$ cat config.mk
export PLATFORM = sky130hd
export DESIGN_NAME = id_pair_packer
export DESIGN_NICKNAME = d
export VERILOG_FILES = /design/src/rtl/id_pair_packer.sv
export SDC_FILE = /design/constraint.sdc
export NUM_CORES = 1
export LEC_CHECK = 0
export ABC_AREA = 1
export BUFFER_PORTS_ARGS = -buffer_cell sky130_fd_sc_hd__buf_4
export CAP_MARGIN = 20
export CORE_UTILIZATION = 50
export CTS_BUF_LIST = sky130_fd_sc_hd__clkbuf_8 sky130_fd_sc_hd__clkbuf_16
export CTS_CLUSTER_SIZE = 28
export DETAILED_ROUTE_END_ITERATION = 7
export GPL_TIMING_DRIVEN = 0
export HOLD_SLACK_MARGIN = 0.08
export PLACE_DENSITY = 0.72
export SYNTH_ARGS = -nofsm -noshare
export SYNTH_HDL_FRONTEND = slang
export SYNTH_SLANG_ARGS = --single-unit
$ cat constraint.sdc
create_clock -name clk -period 2.5 [get_ports clk]
set_input_delay 0.125 -clock clk [delete_from_list [all_inputs] [get_ports clk]]
set_output_delay 0.125 -clock clk [all_outputs]
set_load 0.005 [all_outputs]
$ cat src/rtl/id_pair_packer.sv
// id_pair_packer
//
// Packs the ID-pair hit stream from tanimoto_top into fixed SLOT_WIDTH slots
// of BUS_WIDTH-wide words. The words go out on a valid/ready stream with byte
// keep and last, for the result-writeback DMA. The block also reports how many
// pairs were accepted in the current (or most recent) job.
//
// Ports:
//   clk            clock
//   rstn           asynchronous active-low reset
//   i_IDPair_Ready upstream has a pair on i_IDPair_In
//   i_IDPair_In    ID pair, {id_a, id_b}, passed through bit-exact
//   i_IDPair_Last  current pair is the final pair of the job
//   o_IDPair_Read  pop strobe; the pair is taken on a clock edge with this high
//   o_Data         packed output word, slot 0 at the LSBs
//   o_Keep         byte enables of o_Data
//   o_Valid        o_Data/o_Keep/o_Last valid
//   i_Ready        downstream accepts the word
//   o_Last         final word of the job
//   o_PairCount    pairs accepted in the current/most recent job (mod 2^32)
//   o_Done         one-cycle pulse, one cycle after the o_Last word handshake
module id_pair_packer #(
    parameter int BUS_WIDTH    = 128,
    parameter int VEC_ID_WIDTH = 10,
    parameter int SLOT_WIDTH   = 32
) (
    input  logic                      clk,
    input  logic                      rstn,
    input  logic                      i_IDPair_Ready,
    input  logic [2*VEC_ID_WIDTH-1:0] i_IDPair_In,
    input  logic                      i_IDPair_Last,
    output logic                      o_IDPair_Read,
    output logic [BUS_WIDTH-1:0]      o_Data,
    output logic [BUS_WIDTH/8-1:0]    o_Keep,
    output logic                      o_Valid,
    input  logic                      i_Ready,
    output logic                      o_Last,
    output logic [31:0]               o_PairCount,
    output logic                      o_Done
);

    localparam int SLOTS      = BUS_WIDTH / SLOT_WIDTH;
    localparam int KEEP_W     = BUS_WIDTH / 8;
    localparam int SLOT_BYTES = SLOT_WIDTH / 8;
    localparam int SLOT_IDX_W = (SLOTS > 1) ? $clog2(SLOTS) : 1;

    logic [BUS_WIDTH-1:0]  acc_q, acc_d;
    logic [SLOT_IDX_W-1:0] slot_q, slot_d;
    logic                  job_start_q, job_start_d;
    logic [BUS_WIDTH-1:0]  data_q, data_d;
    logic [KEEP_W-1:0]     keep_q, keep_d;
    logic                  last_q, last_d;
    logic                  valid_q, valid_d;
    logic [31:0]           count_q, count_d;
    logic                  done_q, done_d;

    logic                  completes;
    logic                  out_free;
    logic                  accept;
    logic [SLOT_WIDTH-1:0] slot_word;
    logic [BUS_WIDTH-1:0]  merged;
    logic [KEEP_W-1:0]     keep_mask;

    // A pair closes the current word when it fills the last slot or ends the job.
    assign completes = (slot_q == SLOT_IDX_W'(SLOTS - 1)) || i_IDPair_Last;
    // The holding register can take a new word if it is empty or draining now.
    assign out_free  = !valid_q || i_Ready;
    // Non-completing pairs only touch acc, so they are taken even under backpressure.
    assign accept    = rstn && i_IDPair_Ready && (!completes || out_free);
    assign o_IDPair_Read = accept;

    // Pair zero-extended into its slot; upper slot bits stay 0.
    assign slot_word = SLOT_WIDTH'(i_IDPair_In);

    always_comb begin
        merged    = acc_q;
        keep_mask = '0;
        for (int k = 0; k < SLOTS; k++) begin
            if (slot_q == SLOT_IDX_W'(k)) begin
                merged[k*SLOT_WIDTH +: SLOT_WIDTH] = slot_word;
            end
        end
        // Bytes of slots 0..slot are live in a completing word.
        for (int b = 0; b < KEEP_W; b++) begin
            keep_mask[b] = (b < (int'(slot_q) + 1) * SLOT_BYTES);
        end
    end

    always_comb begin
        acc_d       = acc_q;
        slot_d      = slot_q;
        job_start_d = job_start_q;
        data_d      = data_q;
        keep_d      = keep_q;
        last_d      = last_q;
        valid_d     = valid_q;
        count_d     = count_q;
        done_d      = valid_q && i_Ready && last_q;

        if (valid_q && i_Ready) begin
            valid_d = 1'b0;
        end

        if (accept) begin
            // First pair of a job restarts the count; otherwise it keeps running.
            count_d     = job_start_q ? 32'd1 : count_q + 32'd1;
            job_start_d = i_IDPair_Last;
            if (completes) begin
                // Loading here overrides the drain above: back-to-back words.
                data_d  = merged;
                keep_d  = keep_mask;
                last_d  = i_IDPair_Last;
                valid_d = 1'b1;
                acc_d   = '0;
                slot_d  = '0;
            end else begin
                acc_d  = merged;
                slot_d = slot_q + SLOT_IDX_W'(1);
            end
        end
    end

    always_ff @(posedge clk or negedge rstn) begin
        if (!rstn) begin
            acc_q       <= '0;
            slot_q      <= '0;
            job_start_q <= 1'b1;
            data_q      <= '0;
            keep_q      <= '0;
            last_q      <= 1'b0;
            valid_q     <= 1'b0;
            count_q     <= '0;
            done_q      <= 1'b0;
        end else begin
            acc_q       <= acc_d;
            slot_q      <= slot_d;
            job_start_q <= job_start_d;
            data_q      <= data_d;
            keep_q      <= keep_d;
            last_q      <= last_d;
            valid_q     <= valid_d;
            count_q     <= count_d;
            done_q      <= done_d;
        end
    end

    assign o_Data      = data_q;
    assign o_Keep      = keep_q;
    assign o_Valid     = valid_q;
    assign o_Last      = last_q;
    assign o_PairCount = count_q;
    assign o_Done      = done_q;

endmodule
==> results.md <==
* Sink Count at around 300
* Flop pwr share at between 40 and 50%
* Pwr dens at ~900 nW/µm²
* Initial antenna violation count at 0
* Seq cells post-synth at 298
* CP endpoint kind: output pin
* Seq. cell area at around 7500 µm²
* Die Wd at approximately 160 µm
* Setup ws final at around 0.095 ns
* Final WL at around 33000 µm
* Logic gate share of total power at 25.9%
* Post-synth EDFFs at 0
* Yosys warning count at 0
* Global-route wire length before repair at between 50000 and 60000 µm
* Family with the most delay on the worst path: simple AND/OR/NAND/NOR gates
* Max Fclk at a little over 400 MHz
* RSZ-0062 raised after global routing: no
* Drt via density at 5.12
* Reg clk slew, reported paths at approximately 0.06 ns
* Area of the multi-input gates at a little under 4000 µm²
* CTS tree: built
* Die Y at 161 µm
* Avg WL per Cell at ~16 µm
* CP peak stage delay at 0.42 ns
* Worst EP required at between 2 and 2.5 ns
* Seq/Total Area, Yosys at between 50% and 60%
* CP max-delay cell: dfrtp_1
* FFs w/ async S/R, synth at 100%
* Crit Path Class: flip-flop to output pin
* Net Sw Power at 4.47 mW
* Fillers at roughly 2000
* Skew-Pair Late Insertion Delay at between 0.5 and 0.6 ns
* Max-slew violation count at 0
* Num CTS Buffers at 30
* Synthesized area per cell at 8.74 µm²
* Critical Path Most Common Cell: nand2_2
* Hold Vio Cnt, Final at 0
* Vias at between 10000 and 15000
* Clock Tree Root: clkbuf_16
* H-tree depth at 1
* Largest net degree at the start of global routing at between 100 and 150
* Initial Utilization at 51.5%
* Top Ports at about 210
* Synthesized area at around 13000 µm²
* Syn_nets at 1481
* Crit start category: flip-flop
* Max cap viols at 0
* Die area at roughly 26000 µm²
* Port Buf Inserts at between 200 and 250
* Mapped Cells at 1449
* WP buf/inv at 2
* Switching Share at a little under a third
* HPWL after DPL at about 23000 µm
* Pleak at 8.16 nW
* Tightest Pin Transition at about 0.65 ns
* Fin nets at 1741
* Final period util at between 90% and 100%
* Pre-CTS setup slack at roughly 0.17 ns
* Hold Crit Class: input pin to asynchronous set/reset pin
* Rel. slew slack at between 50% and 60%
* Core Box Area at approximately 25000 µm²
* Maximum fanout along the worst path at 28
* Max Clock Skew at around 0.013 ns
* Drt first-iter violations at slightly below 1000
* Max IR drop VDD at between 0.5 and 0.6 mV
* Layout cell share with drive strength beyond 1 at ~18%
* Yosys cell types at 30
* Crit-path cells: ha_1 > nor2_2 > nand2_2 > nand2_2 > buf_6 > buf_4
* Arrival time worst endpoint at about 2.3 ns
* Postcts setup bufs at 0
* Most used DFF post-synth: dfrtp_1
* Routability cong. at ~0.85
* Vias in the first global route at 10300
* Number of cell rows at 57
* Number of iterations in the first detailed-routing pass at 6
* Post-synthesis to final-layout area growth at 25.6%
* GRT Resource Usage Total at approximately a quarter
* Grt ovf at 0
* CTS max path bufs at 3
* Post-route ant nets at 0
* Status: completed
* Clock power share at between 30% and 40%
* Internal power at between 9 and 10 mW
* Final setup violation count at 0
* Setup TNS at 0 ns
* # diodes at 0
* DR DRC count at 0
* Minimum clock period at 2.41 ns
-- worst register-to-register path, delay by kind of cell, from the launching register on --
family / cells / cell delay (ns)
and+or+nand+nor: 8 / 1.16
DFF: 1 / 0.42
adders and majority gates: 1 / 0.33
buffers and inverters: 2 / 0.29
-- area by class of cell --
cell class / instances / share of cell area [%]
sequential: 298 / 46.9
tap: 324 / 2.55
clock buffer: 39 / 5.57
timing repair buffer: 230 / 11.6
clock inverter: 14 / 0.755
multi-input combinational: 849 / 24.7
buffer: 87 / 3.02
inverter: 213 / 5.02
-- registers in the layout, summed over array words and instances, names as in the netlist --
register / count
acc_q: 128
o_Data: 128
o_PairCount: 32
o_Keep: 4
slot_q: 2
job_start_q: 1
o_Done: 1
o_Last: 1
o_Valid: 1
-- through the flow --
stage / power [mW] / instance area (µm²) / hold WS [ns] / util [%] / cells
floorplan: 7.86 / 12700 / -0.171 / - / 1449
global placement: 9.67 / 14600 / 0.397 / 59.4 / 1977
detailed placement: 9.80 / 14700 / 0.146 / 59.6 / 1979
CTS: 14.4 / 15900 / 0.146 / 64.6 / 2054
global route: 15.1 / 15900 / 0.132 / 64.7 / 2054
finish: 14.3 / 15900 / 0.0957 / 64.7 / 2054
-- routing by layer --
| layer | part of all wire, % | global-route usage (%) | vias to the layer above |
|---|---|---|---|
| li1 | - | - | 5060 |
| met1 | 45 | 37.0 | 5083 |
| met2 | 47 | 40.8 | 320 |
| met3 | 5.9 | 3.62 | 56 |
| met4 | 2.3 | 7.16 | 0 |
| met5 | 0 | 0 | - |
-- synthesized netlist by cell type (all sizes together), types with 2 or more instances --
cell type  instances  share of area (%)
dfrtp            297                 59
ha                 7               0.69
clkbuf            38                1.1
nand3             57                2.3
inv              213                6.3
nand4              6               0.30
o31ai             57                3.4
a31oi              2              0.099
nor3               4               0.16
nand2            373                 11
xor2               3               0.21
a21oi             14               0.55
o22ai             40                2.0
nor2             152                4.8
buf               51                2.7
o21ai            129                5.1
-- logic make-up after synthesis --
| group | after synthesis | share of synthesized area (%) |
|---|---|---|
| XOR/XNOR | 4 | 0.277 |
| AND/OR/NAND/NOR | 594 | 18.8 |
| adder cells (fa/ha/maj) | 7 | 0.691 |
| buffers and inverters | 302 | 10.2 |
| AO/OA/AOI/OAI | 244 | 11.2 |
| flip-flops | 298 | 58.9 |
-- timing repair --
item / 4_1_cts / 5_1_grt
hold buffers: 24 / 0
endpoints found under the setup margin: 1 / 1
endpoints found under the hold margin: 217 / 0
resized for setup: 0 / 1
-- cells in the final DEF (no fill, tap or decap), types with 2 or more instances in the layout --
cell type,n
buf_6,8
nor2_1,146
ha_1,7
bufinv_16,2
dlygate4sd3_1,24
inv_1,216
inv_2,3
o21ai_0,119
clkbuf_16,31
nand2_2,3
xor2_1,3
nand2_1,369
clkbuf_8,8
buf_2,24
nand3_1,57
o31ai_1,57
nor3_1,4
o22ai_1,40
buf_4,220
o21ai_1,10
a31oi_1,2
nand4_1,6
clkinvlp_4,3
dfrtp_1,297
nor2_2,2
clkbuf_1,38
nor2_4,4
buf_16,2
clkinv_2,3
a21oi_1,14
-- power groups by stage --
stage / Sequential, mW / Clock, mW / Combinational (mW)
6_report: 6.06 / 4.55 / 3.71
3_3_place_gp: 6.11 / 0 / 3.56
3_5_place_dp: 6.12 / 0 / 3.68
2_1_floorplan: 6.05 / 0 / 1.81
4_1_cts: 6.05 / 4.61 / 3.73
5_1_grt: 6.13 / 4.81 / 4.15
-- path summary, 6_finish.rpt --
path / cells after the start / slack [ns] / to / startpoint
worst max register to register: 11 / 0.23 / o_PairCount[22] / slot_q[0]
min in group clk: 4 / 0.40 / o_Done / i_Ready
worst min register to register: 2 / 0.47 / acc_q[113] / acc_q[113]
worst max-delay path: 6 / 0.09 / o_IDPair_Read / slot_q[0]
max in group asynchronous: 4 / 1.02 / acc_q[55] / rstn
worst min-delay path: 2 / 0.1 / o_Data[124] / rstn
Note: power is estimated with default switching activity, not from simulation.
